<file path="config.mk">
export PLATFORM = sky130hd
export DESIGN_NAME = key_event_decoder_flat
export DESIGN_NICKNAME = d
export VERILOG_FILES = /design/src/rtl/key_event_if.sv /design/src/rtl/key_event_decoder.sv /design/src/flat_wrapper.sv
export SDC_FILE = /design/constraint.sdc
export NUM_CORES = 1
export LEC_CHECK = 0
export ABC_AREA = 1
export CAP_MARGIN = 20
export CORE_MARGIN = 5
export CORE_UTILIZATION = 50
export DETAILED_ROUTE_END_ITERATION = 6
export PLACE_DENSITY_LB_ADDON = 0.1
export SKIP_LAST_GASP = 1
export SYNTH_ARGS = -nofsm -noshare
export SYNTH_HDL_FRONTEND = slang
export SYNTH_SLANG_ARGS = --single-unit
</file>
<file path="constraint.sdc">
create_clock -name sys_clk -period 1.8 [get_ports sys_clk]
set_clock_uncertainty 0.1 [all_clocks]
set_input_delay 0.36 -clock sys_clk [delete_from_list [all_inputs] [get_ports sys_clk]]
set_output_delay 0.36 -clock sys_clk [all_outputs]
set_load 0.1 [all_outputs]
</file>
<file path="src/rtl/key_event_if.sv">
// Key event decoder bus: raw/debounced key inputs and the decoded event outputs.
interface key_event_if;
  logic key;
  logic key_flag;
  logic short_pulse;
  logic double_pulse;
  logic long_pulse;
  logic repeat_pulse;
  logic key_busy;

  modport master (
    output key, key_flag,
    input  short_pulse, double_pulse, long_pulse, repeat_pulse, key_busy
  );

  modport slave (
    input  key, key_flag,
    output short_pulse, double_pulse, long_pulse, repeat_pulse, key_busy
  );
endinterface

</file>
<file path="src/rtl/key_event_decoder.sv">
// Classifies debounced key presses into single, double, long-press and auto-repeat events.
// Define KEY_REPEAT_EN to enable auto-repeat pulses while a long press is held.
module key_event_decoder #(
  parameter int unsigned LONG_CNT    = 50_000_000,
  parameter int unsigned DBL_CNT     = 15_000_000,
  parameter int unsigned REPEAT_CNT  = 10_000_000,
  parameter int unsigned RELEASE_CNT = 1_000_000
) (
  input logic        sys_clk,
  input logic        sys_rst_n,
  key_event_if.slave key_if
);

  localparam int unsigned TmrMaxA = (LONG_CNT > DBL_CNT) ? LONG_CNT : DBL_CNT;
  localparam int unsigned TmrMax  = (TmrMaxA > REPEAT_CNT) ? TmrMaxA : REPEAT_CNT;
  localparam int unsigned TmrW    = (TmrMax > 2) ? $clog2(TmrMax) : 1;
  localparam int unsigned RelW    = (RELEASE_CNT > 2) ? $clog2(RELEASE_CNT) : 1;

  localparam logic [TmrW-1:0] LongEnd = TmrW'(LONG_CNT - 1);
  localparam logic [TmrW-1:0] DblEnd  = TmrW'(DBL_CNT - 1);
  localparam logic [RelW-1:0] RelEnd  = RelW'(RELEASE_CNT - 1);
`ifdef KEY_REPEAT_EN
  localparam logic [TmrW-1:0] RepEnd  = TmrW'(REPEAT_CNT - 1);
`endif

  typedef enum logic [2:0] {StIdle, StHold1, StWait2, StHold2, StLong} state_e;

  state_e          r_state, w_state_d;
  logic [TmrW-1:0] r_tmr, w_tmr_d;
  logic [RelW-1:0] r_rel_cnt;
  logic            r_key_meta, r_key_s;
  logic            w_rel_done;
  logic            r_short, r_double, r_long;
  logic            w_short_d, w_double_d, w_long_d;

  // Raw key is asynchronous; idle (released) level is high.
  always_ff @(posedge sys_clk or negedge sys_rst_n) begin
    if (!sys_rst_n) begin
      r_key_meta <= 1'b1;
      r_key_s    <= 1'b1;
    end else begin
      r_key_meta <= key_if.key;
      r_key_s    <= r_key_meta;
    end
  end

  always_ff @(posedge sys_clk or negedge sys_rst_n) begin
    if (!sys_rst_n) begin
      r_rel_cnt <= '0;
    end else if (!r_key_s) begin
      r_rel_cnt <= '0;
    end else if (!w_rel_done) begin
      r_rel_cnt <= r_rel_cnt + 1'b1;
    end
  end

  assign w_rel_done = (r_rel_cnt == RelEnd);

  always_ff @(posedge sys_clk or negedge sys_rst_n) begin
    if (!sys_rst_n) begin
      r_state <= StIdle;
      r_tmr   <= '0;
    end else begin
      r_state <= w_state_d;
      r_tmr   <= w_tmr_d;
    end
  end

  always_comb begin
    w_state_d = r_state;
    unique case (r_state)
      StIdle:  if (key_if.key_flag) w_state_d = StHold1;
      StHold1: begin
        if (r_tmr == LongEnd)  w_state_d = StLong;
        else if (w_rel_done)   w_state_d = StWait2;
      end
      StWait2: begin
        if (key_if.key_flag)   w_state_d = StHold2;
        else if (r_tmr == DblEnd) w_state_d = StIdle;
      end
      StHold2: if (w_rel_done) w_state_d = StIdle;
      StLong:  if (w_rel_done) w_state_d = StIdle;
      default: w_state_d = StIdle;
    endcase
  end

  // Shared timer restarts on every state change; idle states hold it at zero.
  always_comb begin
    w_tmr_d = '0;
    if (w_state_d == r_state) begin
      unique case (r_state)
        StHold1, StWait2: w_tmr_d = r_tmr + 1'b1;
`ifdef KEY_REPEAT_EN
        StLong:           w_tmr_d = (r_tmr == RepEnd) ? '0 : r_tmr + 1'b1;
`endif
        default:          w_tmr_d = '0;
      endcase
    end
  end

  always_comb begin
    w_short_d  = (r_state == StWait2) && !key_if.key_flag && (r_tmr == DblEnd);
    w_double_d = (r_state == StHold2) && w_rel_done;
    w_long_d   = (r_state == StHold1) && (r_tmr == LongEnd);
  end

  always_ff @(posedge sys_clk or negedge sys_rst_n) begin
    if (!sys_rst_n) begin
      r_short  <= 1'b0;
      r_double <= 1'b0;
      r_long   <= 1'b0;
    end else begin
      r_short  <= w_short_d;
      r_double <= w_double_d;
      r_long   <= w_long_d;
    end
  end

`ifdef KEY_REPEAT_EN
  logic r_repeat;
  logic w_repeat_d;

  assign w_repeat_d = (r_state == StLong) && !w_rel_done && (r_tmr == RepEnd);

  always_ff @(posedge sys_clk or negedge sys_rst_n) begin
    if (!sys_rst_n) r_repeat <= 1'b0;
    else            r_repeat <= w_repeat_d;
  end

  assign key_if.repeat_pulse = r_repeat;
`else
  assign key_if.repeat_pulse = 1'b0;
`endif

  assign key_if.short_pulse  = r_short;
  assign key_if.double_pulse = r_double;
  assign key_if.long_pulse   = r_long;
  assign key_if.key_busy     = (r_state != StIdle);

endmodule

</file>
<file path="src/flat_wrapper.sv">
// flat-port wrapper written by rule: the top's interface ports become plain ports
module key_event_decoder_flat 
#(
  parameter int unsigned LONG_CNT    = 50_000_000,
  parameter int unsigned DBL_CNT     = 15_000_000,
  parameter int unsigned REPEAT_CNT  = 10_000_000,
  parameter int unsigned RELEASE_CNT = 1_000_000
)
  (sys_clk, sys_rst_n, key_if_key, key_if_key_flag, key_if_short_pulse, key_if_double_pulse, key_if_long_pulse, key_if_repeat_pulse, key_if_key_busy);
  key_event_if key_if_i ();
  input logic sys_clk;
  input logic sys_rst_n;
  input wire logic [$bits(key_if_i.key)-1:0] key_if_key;
  input wire logic [$bits(key_if_i.key_flag)-1:0] key_if_key_flag;
  output wire logic [$bits(key_if_i.short_pulse)-1:0] key_if_short_pulse;
  output wire logic [$bits(key_if_i.double_pulse)-1:0] key_if_double_pulse;
  output wire logic [$bits(key_if_i.long_pulse)-1:0] key_if_long_pulse;
  output wire logic [$bits(key_if_i.repeat_pulse)-1:0] key_if_repeat_pulse;
  output wire logic [$bits(key_if_i.key_busy)-1:0] key_if_key_busy;
  assign key_if_i.key = key_if_key;
  assign key_if_i.key_flag = key_if_key_flag;
  assign key_if_short_pulse = key_if_i.short_pulse;
  assign key_if_double_pulse = key_if_i.double_pulse;
  assign key_if_long_pulse = key_if_i.long_pulse;
  assign key_if_repeat_pulse = key_if_i.repeat_pulse;
  assign key_if_key_busy = key_if_i.key_busy;
  key_event_decoder #(.LONG_CNT(LONG_CNT), .DBL_CNT(DBL_CNT), .REPEAT_CNT(REPEAT_CNT), .RELEASE_CNT(RELEASE_CNT)) u_core (.sys_clk(sys_clk), .sys_rst_n(sys_rst_n), .key_if(key_if_i));
endmodule
</file>
==> metrics.txt, run 1 <==
clock slew at reported path FFs 0.11 ns; initial core utilization 51.5%; Sw Share 23.3%; required time of the critical path 1.94 ns; Detail Route Antenna Nets 0; combinational power share 3.4%; failing checks negative setup slack; Pint 1.67 mW; number of clock sinks 54; post-DR vias/cell 5.31; CTS tree built; layout cells sized above 1 24.5%; DRC 0; status finished with violations; largest net degree at the start of global routing 27; Syn Inst Count 459; total global-route track usage 20.9%; Tmin final 1.95 ns; dpl cell area 3910 µm²; CP Class register to register; synthesized flop and latch total 54; Layout area overhead 26.9%; number of synthesized flops with an enable pin 0; final hold vios 0; Final Power 2.18 mW; worst-case reg-to-reg path depth 12; TNS Setup -3.52 ns; Util after Layout 65.4%; global route overflow 0; routed length per placed instance 14.0 µm; leakage 1.81 nW; design area 4180 µm²; Synthesized Nets 465; Cell variety after synth 37; unrepaired setup endpoints after global routing true; H-tree levels 2; Max VDD drop 380 µV; placed cells 589; Placer Congestion 0.969; Switch Pwr 507 µW; PwrDens 521 nW/µm²; Post-Layout Cell Count 603; Syn Area/Cell 7.17 µm²; Setup violations, final 33; Synth async-reset ratio 100%; vias in the first global route 2,922; Clk pwr share 40.0%; antenna cells 0; Mapped Area 3290 µm²; Max FO, Critical Path 2; clk_lat worst skew 0.32 ns; CTS Buf Count 5; first-pass GRT wire length 14.3 mm; drt total wl 8.47 mm; critical path startpoint category register; Reg power frac 56.6%; # rows 29; port buffer count 7; pins over their slew limit 0; critical path capture point type register; WP data arrival 2.08 ns; Core ar. 6390 µm²; DR iter-0 viols 213; ys flop type dfrtp_1; # nets final 531; # IOs 9; Hold Path Class register to register; Peak Freq 0.514 GHz; depth of the worst hold-timing path 0; maximum root-to-sink buffer count 2; initial antenna violation count 0; Detailed Place HPWL 6.47 mm; DRT Pass-1 Iters 5; max cap viols 0; Root Buffer clkbuf_8; post-synthesis sequential area ratio 41.2%; Chip Width 91.1 µm; Die Ht 91.1 µm; final worst path period share 108%; Die Area 8300 µm²; Syn. warnings 0; total number of vias 3,204; Worst Setup Slack, final -0.147 ns
==> critical path, stage by stage, from the launching register on <==
cell     delay [ns]
dfrtp_1        0.38
ha_2           0.20
nand2_2        0.06
buf_4          0.13
buf_6          0.11
nor2_4         0.11
nand2_2        0.09
nor2_4         0.11
nand4_1        0.14
inv_2          0.11
buf_6          0.10
a31oi_2        0.06
nor3_1         0.17
==> layout make-up <==
class	instances	area [µm²]
timing repair buffer	67	627
sequential	54	1350
clock inverter	3	48.8
clock buffer	5	68.8
multi-input combinational	337	1760
fill	582	2210
tap	77	96.3
inverter	60	225
==> cell families after synthesis <==
group                      share of synthesized area (%)
adders and majority gates                          0.761
buffers and inverters                               8.44
DFF                                                 41.2
xor gates and xnor gates                            1.86
other                                              0.114
AOI/OAI and AO/OA                                   7.23
and+or+nand+nor                                     40.4
==> power by group through the flow <==
stage	clock [mW]	combinational (mW)	sequential, mW
2_1_floorplan	0	0.0298	1.25
3_3_place_gp	0	0.0698	1.25
3_5_place_dp	0	0.0713	1.25
4_1_cts	0.897	0.0734	1.23
5_1_grt	0.969	0.0860	1.23
6_report	0.870	0.0749	1.23
==> placed cells by master (no fill, tap or decap), types with 3 or more instances in the layout <==
cell type and count:
xor2_1 4, buf_4 50, buf_6 5, nor2_1 66, inv_1 53, nor3_1 25
buf_12 8, nand2_2 8, o211ai_1 5, o21ai_0 11, nor3_2 4, nor4_2 3
nor2_2 12, clkbuf_8 5, nor2_4 5, nand3_1 43, dfrtp_1 52, nand2_1 88
or2_2 7, nand4_1 17, nor4_1 4, a21oi_1 12, xnor2_1 3, inv_2 6
==> final timing paths <==
kind | from | endpoint | slack (ns)
setup / recovery | u_core.r_rel_cnt[1]$_DFFE_PN0P_ | u_core.r_rel_cnt[18]$_DFFE_PN0P_ | -0.15
hold reg to reg | u_core.r_key_meta$_DFF_PN1_ | u_core.r_key_s$_DFF_PN1_ | 0.26
min in group asynchronous | sys_rst_n | u_core.key_if.double_pulse$_DFF_PN0_ | 0.40
hold / removal | u_core.r_key_meta$_DFF_PN1_ | u_core.r_key_s$_DFF_PN1_ | 0.26
setup reg to reg | u_core.r_rel_cnt[1]$_DFFE_PN0P_ | u_core.r_rel_cnt[18]$_DFFE_PN0P_ | -0.15
max in group asynchronous | sys_rst_n | u_core.r_tmr[15]$_DFF_PN0_ | 0.64
==> synth_stat cells, types with 2 or more instances <==
cell      instances  area share, %
nand4_1          17            3.2
o21ai_0          15            2.3
nor2_1           69            7.9
o21bai_1          2           0.46
nand2_1          93             11
a31oi_1           3           0.57
clkbuf_1          2           0.23
a21oi_1          12            1.8
ha_1              2           0.76
nand2_2           3           0.57
nor4_1            6            1.1
nor3_1           29            4.4
buf_2             2           0.30
xor2_1            4            1.1
nor2_2           11            2.1
nor2_4            3            1.0
nand3_1          44            6.7
inv_1            55            6.3
or2_2             7            1.3
o211ai_1          5            1.1
xnor2_1           3           0.80
dfrtp_1          52             40
dfstp_2           2            1.6
inv_2             4           0.46
buf_6             2           0.68
==> per-stage QoR <==
stage	worst slack [ns]	hold slack (ns)
finish	-0.147	0.263
global route	-0.293	0.271
CTS	-0.165	0.266
detailed placement	-0.205	0.215
global placement	-0.140	0.207
floorplan	0.0138	-0.0356
==> what timing repair did <==
action	CTS	global route
pin swaps	5	6
setup endpoints to repair	30	35
buffers inserted	2	3
hold buffers	1	0
hold endpoints to repair	15	0
gates resized for setup	10	21
==> layer usage <==
layer	share of wire [%]	wire length (µm)	up-vias	track usage, %
li1	-	-	1629	-
met1	51	4290	1456	33.3
met2	42	3550	104	28.6
met3	6.0	508	15	4.21
met4	1.5	124	0	5.50
met5	0	0	-	0
==> sequential cells by signal (all words and copies together) (netlist names) <==
signal and cells:
u_core.r_key_s 1, u_core.r_tmr 26, u_core.r_rel_cnt 20, u_core.r_key_meta 1, u_core.key_if.double_pulse 1, u_core.key_if.short_pulse 1
u_core.key_if.long_pulse 1, u_core.r_state 3
No activity file was read; power rests on OpenSTA's default activity.
==> run 2, diff against run 1 <==
--- a/config.mk
+++ b/config.mk
@@ -10,7 +10,7 @@
 export CORE_MARGIN = 5
 export CORE_UTILIZATION = 50
 export DETAILED_ROUTE_END_ITERATION = 6
-export PLACE_DENSITY_LB_ADDON = 0.1
+export PLACE_DENSITY = 0.74
 export SKIP_LAST_GASP = 1
 export SYNTH_ARGS = -nofsm -noshare
 export SYNTH_HDL_FRONTEND = slang
==> metrics.txt, run 2 (same netlist as run 1, synthesis figures left out) <==
status finished with violations (unchanged); failing checks negative setup slack (unchanged); DR iter-0 viols 402 (was 213); clock slew at reported path FFs 0.10 ns (was 0.11 ns); max reg flops 26 (unchanged); Root Buffer clkbuf_8 (unchanged); Detail Route Antenna Nets 0 (unchanged); routed length per placed instance 15.0 µm (was 14.0 µm); CP Class register to register (unchanged); H-tree levels 2 (unchanged); total global-route track usage 21.0% (was 20.9%); met1 Use GR 31.6% (was 33.3%); unrepaired setup endpoints after global routing true (unchanged); met3 GRT Util 3.72% (was 4.21%); worst slack at placement -0.190 ns (was -0.205 ns); Worst Setup Slack, final -0.196 ns (was -0.147 ns); post-DR vias/cell 5.60 (was 5.31); Max FO, Critical Path 5 (was 2); Max VDD drop 454 µV (was 380 µV); max cap viols 0 (unchanged); # nets final 533 (was 531); required time of the critical path 1.90 ns (was 1.94 ns); port buffer count 7 (unchanged); initial core utilization 51.5% (unchanged); Placer Congestion 0.978 (was 0.969); Detailed Place HPWL 6.40 mm (was 6.47 mm); # IOs 9 (unchanged); Tmin final 2.00 ns (was 1.95 ns); CTS Buf Count 5 (unchanged); # rows 29 (unchanged); CTS tree built (unchanged); final hold vios 0 (unchanged); Core ar. 6390 µm² (unchanged); critical path startpoint category register (unchanged); Top reg by flops u_core.r_tmr (unchanged); routing usage on met2 31.3% (was 28.6%); global route overflow 0 (unchanged); Die Area 8300 µm² (unchanged); most common cell after layout, fill and taps aside nand2_1 (unchanged); final worst path period share 111% (was 108%); Die Ht 91.1 µm (unchanged); maximum root-to-sink buffer count 2 (unchanged); most frequent cells in the layout nand2_1 (88), buf_4 (54), inv_1 (52), nor2_1 (51), dfrtp_1 (50) (was nand2_1 (88), nor2_1 (66), inv_1 (53), dfrtp_1 (52), buf_4 (50)); WP data arrival 2.09 ns (was 2.08 ns); DRC 0 (unchanged); Layout area overhead 32.3% (was 26.9%); pins over their slew limit 0 (unchanged); antenna cells 0 (unchanged); critical path capture point type register (unchanged); number of clock sinks 54 (unchanged); Setup violations, final 26 (was 33); total number of vias 3,387 (was 3,204); first-pass GRT wire length 14.5 mm (was 14.3 mm); leakage 1.88 nW (was 1.81 nW); vias in the first global route 3,105 (was 2,922); DRT Pass-1 Iters 6 (was 5); TNS Setup -4.50 ns (was -3.52 ns); Hold Path Class register to register (unchanged); layout cells sized above 1 28.2% (was 24.5%); Fill cells 508 (was 582); largest net degree at the start of global routing 43 (was 27); PwrDens 502 nW/µm² (was 521 nW/µm²); drt total wl 9.09 mm (was 8.47 mm); busiest grt layer met1 (unchanged); Chip Width 91.1 µm (unchanged); Peak Freq 0.501 GHz (was 0.514 GHz); initial antenna violation count 0 (unchanged); clk_lat worst skew 0.31 ns (was 0.32 ns); top flop regs u_core.r_tmr (26), u_core.r_rel_cnt (20), u_core.r_state (3) (unchanged)
## run 2: through the flow
| step | instances | instance area (µm²) | util (%) | hold WS (ns) | total power [mW] |
|---|---|---|---|---|---|
| floorplan | 459 | 3310 | - | -0.0356 | 1.28 |
| global placement | 583 | 3870 | 60.6 | 0.170 | 1.32 |
| detailed placement | 583 | 3870 | 60.6 | 0.183 | 1.32 |
| CTS | 597 | 4100 | 64.2 | 0.263 | 2.19 |
| global route | 605 | 4350 | 68.1 | 0.272 | 2.27 |
| finish | 605 | 4350 | 68.1 | 0.262 | 2.18 |
## run 2: report_power, final
group	switching (mW)	internal, mW
clock	0.416	0.458
combinational	0.0542	0.0246
sequential	0.0104	1.22
## run 2: layer usage
layer,routed length [µm],share of wire [%]
met5,0,0
met2,4210,46
met3,567,6.2
met4,110,1.2
met1,4200,46
## run 2: area by class of cell
class                   count  area [µm²]  share of cell area, %
repair buffers             69         673                   15.5
clock inverters             2        38.8                  0.892
clock buffers               6        82.6                   1.90
well taps                  77        96.3                   2.21
multi-input cells         337        1870                   43.1
inverters                  60         229                   5.26
flip-flops and latches     54        1360                   31.2
## run 2: worst max-delay path, stage by stage (launching register included)
cell	delay, ns
dfrtp_1	0.43
buf_4	0.15
nor2_1	0.09
nand4_1	0.09
nor3_1	0.27
nand2_1	0.11
nand2_1	0.09
o211ai_1	0.13
nand3_4	0.21
clkbuf_16	0.19
nor2_4	0.03
## run 2: path summary, 6_finish.rpt
check / start / slack [ns] / cells past startpoint / end
min: u_core.r_key_meta$_DFF_PN1_ / 0.26 / 0 / u_core.r_key_s$_DFF_PN1_
max in group asynchronous: sys_rst_n / 0.65 / 3 / u_core.r_key_meta$_DFF_PN1_
min reg2reg: u_core.r_key_meta$_DFF_PN1_ / 0.26 / 0 / u_core.r_key_s$_DFF_PN1_
min in group asynchronous: sys_rst_n / 0.37 / 2 / u_core.r_rel_cnt[0]$_DFFE_PN0P_
max reg2reg: u_core.r_tmr[11]$_DFF_PN0_ / -0.20 / 10 / u_core.r_tmr[14]$_DFF_PN0_
max: u_core.r_tmr[11]$_DFF_PN0_ / -0.20 / 10 / u_core.r_tmr[14]$_DFF_PN0_
## run 2: repair_timing
item / 4_1_cts / 5_1_grt
cloned: 1 / 1
hold buffers: 1 / 0
buffers inserted: 4 / 7
hold endpoints to repair: 12 / 0
pin swaps: 3 / 10
setup endpoints to repair: 27 / 39
resized for setup: 14 / 43
